===== src/rtl/ctrl_pkg.sv =====
// rtl/ctrl_pkg.sv - shared types and encodings for the pipelined control unit
package ctrl_pkg;

    typedef enum logic [1:0] {
        ITYPE_R = 2'b00,
        ITYPE_M = 2'b01,
        ITYPE_B = 2'b10,
        ITYPE_S = 2'b11
    } instruction_type;

    localparam logic [3:0] FUNCT_AND  = 4'd0;
    localparam logic [3:0] FUNCT_OR   = 4'd1;
    localparam logic [3:0] FUNCT_XOR  = 4'd2;
    localparam logic [3:0] FUNCT_ADD  = 4'd3;
    localparam logic [3:0] FUNCT_SUB  = 4'd4;
    localparam logic [3:0] FUNCT_SLT  = 4'd5;
    localparam logic [3:0] FUNCT_SLTE = 4'd6;
    localparam logic [3:0] FUNCT_EQ   = 4'd7;

    localparam logic [2:0] MOP_STORE      = 3'd0;
    localparam logic [2:0] MOP_LOAD       = 3'd1;
    localparam logic [2:0] MOP_LUT_LO     = 3'd2;
    localparam logic [2:0] MOP_LUT_HI     = 3'd3;
    localparam logic [2:0] MOP_LUT_WR0    = 3'd4;
    localparam logic [2:0] MOP_LUT_WR1    = 3'd5;
    localparam logic [2:0] MOP_LUT_TO_REG = 3'd6;
    localparam logic [2:0] MOP_HALT       = 3'd7;

    localparam logic [1:0] BC_EQ     = 2'd0;
    localparam logic [1:0] BC_LT     = 2'd1;
    localparam logic [1:0] BC_LE     = 2'd2;
    localparam logic [1:0] BC_ALWAYS = 2'd3;

    typedef enum logic [1:0] {
        ST_RUN   = 2'd0,
        ST_FLUSH = 2'd1,
        ST_HALT  = 2'd2
    } ctrl_state_t;

    // Wide fields are sized for the largest supported LUT_W/SHAMT_W; the top slices them down.
    localparam int CW_W = 32;

    typedef struct packed {
        logic [2:0]      alu_op;
        logic            reg_to_reg;
        logic            mem_to_reg;
        logic            reg_to_mem;
        logic            shift_en;
        logic            shift_dir;
        logic            shift_imm_en;
        logic [CW_W-1:0] shift_imm;
        logic            lut_write;
        logic [CW_W-1:0] lut_index;
        logic            lut_to_reg;
        logic [1:0]      lut_to_reg_idx;
        logic            branch_en;
        logic [CW_W-1:0] branch_target;
        logic            is_compare;
        logic            illegal;
    } ctrl_word_t;

endpackage


===== src/rtl/ctrl_decode.sv =====
// rtl/ctrl_decode.sv - combinational instruction decode into a control word
module ctrl_decode
    import ctrl_pkg::*;
#(
    parameter int LUT_W = 8
) (
    input  logic [8:0]       instr,
    input  logic             flag_eq,
    input  logic             flag_lt,
    input  logic [LUT_W-1:0] idx_q,
    output ctrl_word_t       word,
    output logic [LUT_W-1:0] idx_d,
    output logic             is_cond_branch,
    output logic             is_compare,
    output logic             is_halt
);

    logic taken;

    always_comb begin
        word           = '0;
        idx_d          = idx_q;
        is_cond_branch = 1'b0;
        is_compare     = 1'b0;
        is_halt        = 1'b0;
        taken          = 1'b0;
        case (instruction_type'(instr[8:7]))
            ITYPE_R: begin
                if (instr[3:0] <= FUNCT_SUB) begin
                    word.alu_op     = instr[6:4];
                    word.reg_to_reg = 1'b1;
                end else if (instr[3:0] <= FUNCT_EQ) begin
                    word.alu_op     = instr[6:4];
                    word.is_compare = 1'b1;
                    is_compare      = 1'b1;
                end else begin
                    word.illegal = 1'b1;
                end
            end
            ITYPE_M: begin
                case (instr[6:4])
                    MOP_STORE: word.reg_to_mem = 1'b1;
                    MOP_LOAD:  word.mem_to_reg = 1'b1;
                    MOP_LUT_LO: begin
                        idx_d[3:0]     = instr[3:0];
                        word.lut_write = 1'b1;
                        word.lut_index = CW_W'(idx_d);
                    end
                    MOP_LUT_HI: begin
                        idx_d[LUT_W-1:4] = (LUT_W-4)'(instr[3:0]);
                        word.lut_write   = 1'b1;
                        word.lut_index   = CW_W'(idx_d);
                    end
                    MOP_LUT_WR0, MOP_LUT_WR1: begin
                        word.lut_write = 1'b1;
                        word.lut_index = CW_W'(instr[3:0]);
                    end
                    MOP_LUT_TO_REG: begin
                        word.lut_to_reg     = 1'b1;
                        word.lut_to_reg_idx = instr[3:2];
                    end
                    default: is_halt = 1'b1;
                endcase
            end
            ITYPE_B: begin
                is_cond_branch = (instr[6:5] != BC_ALWAYS);
                case (instr[6:5])
                    BC_EQ:   taken = flag_eq;
                    BC_LT:   taken = flag_lt;
                    BC_LE:   taken = flag_eq | flag_lt;
                    default: taken = 1'b1;
                endcase
                if (taken) begin
                    word.branch_en     = 1'b1;
                    word.branch_target = CW_W'(instr[4:0]);
                end
            end
            default: begin
                word.shift_en   = 1'b1;
                word.reg_to_reg = 1'b1;
                word.shift_dir  = instr[5];
                if (instr[6]) begin
                    word.shift_imm_en = 1'b1;
                    word.shift_imm    = CW_W'(instr[4:0]);
                end
            end
        endcase
    end

endmodule


===== src/rtl/pipelined_control_unit.sv =====
// rtl/pipelined_control_unit.sv - handshake, compare tracking, flush/halt FSM and output register
module pipelined_control_unit
    import ctrl_pkg::*;
#(
    parameter int LUT_W       = 8,
    parameter int SHAMT_W     = 8,
    parameter int FLUSH_DEPTH = 1,
    parameter int MAX_PEND    = 3
) (
    input  logic               clk,
    input  logic               reset,
    input  logic               instr_valid,
    output logic               instr_ready,
    input  logic [8:0]         instr,
    input  logic               cmp_valid,
    input  logic               cmp_equal,
    input  logic               cmp_less,
    output logic               out_valid,
    output logic [2:0]         alu_op,
    output logic               reg_to_reg,
    output logic               mem_to_reg,
    output logic               reg_to_mem,
    output logic               shift_en,
    output logic               shift_dir,
    output logic               shift_imm_en,
    output logic [SHAMT_W-1:0] shift_imm,
    output logic               lut_write,
    output logic [LUT_W-1:0]   lut_index,
    output logic               lut_to_reg,
    output logic [1:0]         lut_to_reg_idx,
    output logic               branch_en,
    output logic [LUT_W-1:0]   branch_target,
    output logic               is_compare,
    output logic               illegal,
    output logic               halted
);

    localparam int                PEND_W     = $clog2(MAX_PEND + 1);
    localparam logic [PEND_W-1:0] PEND_MAX   = PEND_W'(MAX_PEND);
    localparam logic [3:0]        FLUSH_LOAD = 4'((FLUSH_DEPTH > 0) ? FLUSH_DEPTH - 1 : 0);

    ctrl_state_t       state_q, state_d;
    logic [3:0]        flush_cnt_q, flush_cnt_d;
    logic [PEND_W-1:0] pend_q, pend_d;
    logic              flag_eq_q, flag_eq_d;
    logic              flag_lt_q, flag_lt_d;
    logic [LUT_W-1:0]  idx_q, idx_d;
    logic              out_valid_q, out_valid_d;
    ctrl_word_t        word_q, word_d;

    ctrl_word_t        dec_word;
    logic [LUT_W-1:0]  dec_idx;
    logic              dec_cond, dec_cmp, dec_halt;
    logic              accept;
    logic              unused_word;

    ctrl_decode #(.LUT_W(LUT_W)) u_decode (
        .instr          (instr),
        .flag_eq        (flag_eq_q),
        .flag_lt        (flag_lt_q),
        .idx_q          (idx_q),
        .word           (dec_word),
        .idx_d          (dec_idx),
        .is_cond_branch (dec_cond),
        .is_compare     (dec_cmp),
        .is_halt        (dec_halt)
    );

    assign instr_ready = !reset && (state_q == ST_RUN)
                         && !(dec_cond && (pend_q != '0))
                         && !(dec_cmp && (pend_q == PEND_MAX));
    assign accept = instr_valid && instr_ready;

    always_comb begin
        state_d     = state_q;
        flush_cnt_d = flush_cnt_q;
        pend_d      = pend_q;
        flag_eq_d   = flag_eq_q;
        flag_lt_d   = flag_lt_q;
        idx_d       = idx_q;
        out_valid_d = accept;
        word_d      = '0;
        if (accept) begin
            word_d = dec_word;
            idx_d  = dec_idx;
        end
        if (cmp_valid) begin
            flag_eq_d = cmp_equal;
            flag_lt_d = cmp_less;
        end
        // A result arriving with nothing outstanding only refreshes the flags.
        case ({accept && dec_cmp, cmp_valid && (pend_q != '0)})
            2'b10:   pend_d = pend_q + 1'b1;
            2'b01:   pend_d = pend_q - 1'b1;
            default: pend_d = pend_q;
        endcase
        case (state_q)
            ST_RUN: begin
                if (accept && dec_halt) begin
                    state_d = ST_HALT;
                end else if (accept && dec_word.branch_en && (FLUSH_DEPTH > 0)) begin
                    state_d     = ST_FLUSH;
                    flush_cnt_d = FLUSH_LOAD;
                end
            end
            ST_FLUSH: begin
                if (flush_cnt_q == 4'd0) begin
                    state_d = ST_RUN;
                end else begin
                    flush_cnt_d = flush_cnt_q - 4'd1;
                end
            end
            default: state_d = ST_HALT;
        endcase
    end

    always_ff @(posedge clk) begin
        if (reset) begin
            state_q     <= ST_RUN;
            flush_cnt_q <= '0;
            pend_q      <= '0;
            flag_eq_q   <= 1'b0;
            flag_lt_q   <= 1'b0;
            idx_q       <= '0;
            out_valid_q <= 1'b0;
            word_q      <= '0;
        end else begin
            state_q     <= state_d;
            flush_cnt_q <= flush_cnt_d;
            pend_q      <= pend_d;
            flag_eq_q   <= flag_eq_d;
            flag_lt_q   <= flag_lt_d;
            idx_q       <= idx_d;
            out_valid_q <= out_valid_d;
            word_q      <= word_d;
        end
    end

    assign out_valid      = out_valid_q;
    assign alu_op         = word_q.alu_op;
    assign reg_to_reg     = word_q.reg_to_reg;
    assign mem_to_reg     = word_q.mem_to_reg;
    assign reg_to_mem     = word_q.reg_to_mem;
    assign shift_en       = word_q.shift_en;
    assign shift_dir      = word_q.shift_dir;
    assign shift_imm_en   = word_q.shift_imm_en;
    assign shift_imm      = word_q.shift_imm[SHAMT_W-1:0];
    assign lut_write      = word_q.lut_write;
    assign lut_index      = word_q.lut_index[LUT_W-1:0];
    assign lut_to_reg     = word_q.lut_to_reg;
    assign lut_to_reg_idx = word_q.lut_to_reg_idx;
    assign branch_en      = word_q.branch_en;
    assign branch_target  = word_q.branch_target[LUT_W-1:0];
    assign is_compare     = word_q.is_compare;
    assign illegal        = word_q.illegal;
    assign halted         = (state_q == ST_HALT);
    assign unused_word    = ^word_q;

endmodule


===== config.mk =====
export PLATFORM = sky130hd
export DESIGN_NAME = pipelined_control_unit
export DESIGN_NICKNAME = d
export VERILOG_FILES = /design/src/rtl/ctrl_pkg.sv /design/src/rtl/ctrl_decode.sv /design/src/rtl/pipelined_control_unit.sv
export SDC_FILE = /design/constraint.sdc
export NUM_CORES = 1
export LEC_CHECK = 0
export ABC_AREA = 1
export BUFFER_PORTS_ARGS = -buffer_cell sky130_fd_sc_hd__buf_2
export CAP_MARGIN = 20
export CORE_AREA = 4 4 65 73
export DETAILED_ROUTE_END_ITERATION = 10
export DIE_AREA = 0 0 69 77
export PLACE_DENSITY = 0.8
export SYNTH_ARGS = -nofsm -noshare
export SYNTH_HDL_FRONTEND = slang
export SYNTH_SLANG_ARGS = --single-unit

===== constraint.sdc =====
create_clock -name clk -period 3.5 [get_ports clk]
set_clock_uncertainty 0.1 [all_clocks]
set_input_delay 0.175 -clock clk [delete_from_list [all_inputs] [get_ports clk]]
set_output_delay 0.175 -clock clk [all_outputs]
set_load 0.02 [all_outputs]

==> summary.md <==
| Metric | Value |
|---|---|
| Die Width | 69 µm |
| Count of boundary I/O pins | 58 |
| Routed wire length | about 4300 µm |
| Arrival @ worst endpoint | 2420 ps |
| Status | finished, final reports clean |
| Cell Rows | 24 |
| CTS Root Cell | clkbuf_8 |
| Layout cells sized above 1 | 23.75% |
| Post-synthesis simple-gate area fraction | 26.67% |
| Ranking of synthesized cells by area | dfxtp_1, nor2_1, ha_1 |
| DRC Markers | 0 |
| Placed cell count | 361 |
| Area growth, synth to finish | 18.49% |
| GRT Util Overall | about 17% |
| Top-area cell type share of the netlist area | 48.85% |
| Tot Pwr | 1.070 mW |
| Largest family of logic cells by synthesized area | simple AND/OR/NAND/NOR gates |
| Unique masters post-synth | 30 |
| Clock Tree Buf Depth | 2 |
| Setup Fix Bufs, Post-CTS | 0 |
| DP Area | 2456 µm² |
| Synth Area per Inst | 8.322 µm² |
| Post-synth EDFFs | 0 |
| Max FO, Critical Path | 5 |
| Pleak | 1.291 nW |
| CTS tree | done |
| 1st-iter DRT viols | roughly 140 |
| Worst path required time | 3640 ps |
| Fin nets | 347 |
| Routability Congestion | 0.8340 |
| Port Buffers | 51 |
| P per Cell Area | 415.6 nW/µm² |
| CP endpoint kind | flip-flop |
| Setup CP Type | flip-flop to flip-flop |
| Mux cell area share after synthesis | 0% |
| Post-route ant nets | 0 |
| Grt ovf | 0 |
| H-tree Lvls | 2 |
| CTS sink count | 53 |
| 1st-pass router iterations | 4 |
| Gate Count Post-Synth | 261 |
| Vias in the first global route | 1669 |
| Type of the most critical hold path | input port to flip-flop |
| Cell with the most instances after synthesis | nor2_1 |
| First-pass GRT wire length | ~7500 µm |
| Post-route cell area | 2574 µm² |
| Critical path's slowest cell | dfxtp_1 |
| Cell Chain, Critical Path | nor2_4 -> nand2_2 -> nor2_4 -> nand3_4 -> nor2_1 -> nand2_1 -> nor2_1 -> inv_1 -> ha_1 -> inv_1 -> nand2_1 -> nor2_1 -> o21ai_0 -> a21oi_1 |
| Post-synth top cells | nor2_1, dfxtp_1, inv_1 |
| Post-synthesis sequential area ratio | 48.85% |
| Die ar. | between 5000 and 6000 µm² |
| Post-CTS sizing | 0 |
| WP buf/inv | 2 |
| Async S/R FF share, synth | 0% |
| Worst stage delay on the critical path | between 300 and 400 ps |
| Layout fillers | 357 |
| Core area | roughly 4000 µm² |
| CTS buffer count | 5 |
| Worst-skew pair later-pin latency | roughly 310 ps |
| Dpl ws | around 1100 ps |
| Warnings, synthesis | 0 |
| Post-DP HPWL | 3239 µm |
| Synth Flop Type | dfxtp_1 |
| Setup_tns | 0 ps |
| WL per Instance | 11.55 µm |
| Post-synthesis adder-cell area fraction | 7.488% |
| Hold Violations, Final | 0 |
| Fmax | 0.4377 GHz |
| Fin worst setup slack | 1215 ps |
| RSZ-0062 raised after global routing | no |
| Post-route clock period utilization | 65.27% |
| Via count | 1785 |
| Drt via density | 4.798 |
| Final min period | between 2000 and 2500 ps |
| Most frequent CP cell | nor2_1 |
| Max-Cap Viols | 0 |
| Multi-input gate area | 943.4 µm² |
| Final non-filler cell total | 372 |
| XOR/XNOR Fraction of Synth Area | 0.4032% |
| CTS hold repair buffers | 3 |
| Worst hold slack | 17.17 ps |
| Antenna Diode Count | 0 |
| Register area | ~1100 µm² |
| Cell Area, Synth | 2172 µm² |
| Largest net degree at the start of global routing | 17 |
| Clock slew at reported path FFs | 90 ps |
| Initial Utilization | a little over half |
| Crit path max-delay family | simple AND/OR/NAND/NOR gates |
| Layout Utilization | 64.93% |
| Slew Viols, Final | 0 |
| Initial antenna violation count | 0 |
| Final setup fails | 0 |
| Synth Area in Compound Gates | 7.834% |
| Worst vdd ir | 0.0001865 V |
| Worst setup SP type | flip-flop |
| Die H | between 70 and 80 µm |
| Cell taking the most area after synthesis | dfxtp_1 |
| Synth Register Bits | 53 |
==> final cells by class <==
class | instances | area share, %
clock buffer | 6 | 2.820
clock inverter | 2 | 0.5834
timing repair buffer | 54 | 11.08
inverter | 35 | 5.105
multi-input combinational | 170 | 36.66
tap | 52 | 2.528
sequential | 53 | 41.23
==> report_power, final <==
| group | total [mW] | switching [mW] | internal, mW |
|---|---|---|---|
| clock network | 0.334 | 0.193 | 0.141 |
| logic | 0.116 | 0.0778 | 0.0382 |
| registers | 0.620 | 0.00586 | 0.614 |
| total | 1.07 | 0.277 | 0.793 |
==> worst reg2reg max path, cell delays in order (launching register included) <==
cell	delay, ps
dfxtp_1	360
nor2_4	170
nand2_2	80
nor2_4	160
nand3_4	140
nor2_1	140
nand2_1	130
nor2_1	140
inv_1	60
ha_1	260
inv_1	80
nand2_1	50
nor2_1	110
o21ai_0	90
a21oi_1	140
==> layer usage <==
metal  up-vias  GRT usage [%]  wire, µm
li1        922              -         -
met1       792          20.90      1783
met2        64          29.39      2095
met3         7          4.575       339
met4         0          7.031        78
met5         -              0         0
==> final timing paths <==
path | depth (start not counted) | slack, ps | start | to
worst min-delay path | 2 | 20 | reset | state_q[1]$_SDFFE_PP0P_
worst max register to register | 14 | 1220 | state_q[0]$_SDFFE_PP0P_ | pend_q[1]$_SDFFE_PP0P_
worst max-delay path | 14 | 1220 | state_q[0]$_SDFFE_PP0P_ | pend_q[1]$_SDFFE_PP0P_
worst min register to register | 2 | 380 | idx_q[7]$_SDFFE_PP0P_ | lut_index[7]$_SDFF_PP0_
==> cell families after synthesis <==
family	after synthesis
AOI/OAI and AO/OA	31
xor gates and xnor gates	1
adders and majority gates	13
buffers and inverters	43
DFF	53
other	1
and+or+nand+nor	119
==> layout by cell type (no fill, tap or decap) <==
cell	instances
dfxtp_1	53
nor4_1	2
clkbuf_1	1
o31ai_1	2
clkbuf_8	5
nand3b_1	1
nor2_1	60
a21oi_1	15
nor2_2	1
inv_2	3
nand3_4	1
clkinvlp_4	2
nand2_1	28
buf_2	51
nor2_4	2
nor3_4	1
xor2_1	1
nand2_4	3
or2_2	1
a22oi_1	4
dlygate4sd3_1	3
inv_1	31
nor3_2	1
nand4_1	2
ha_1	13
nand3_1	8
nand3_2	1
clkinv_1	1
nor2_8	1
nand2_2	3
conb_1	6
nor3_1	3
o21ai_0	10
Power figures use the tool's default switching activity.
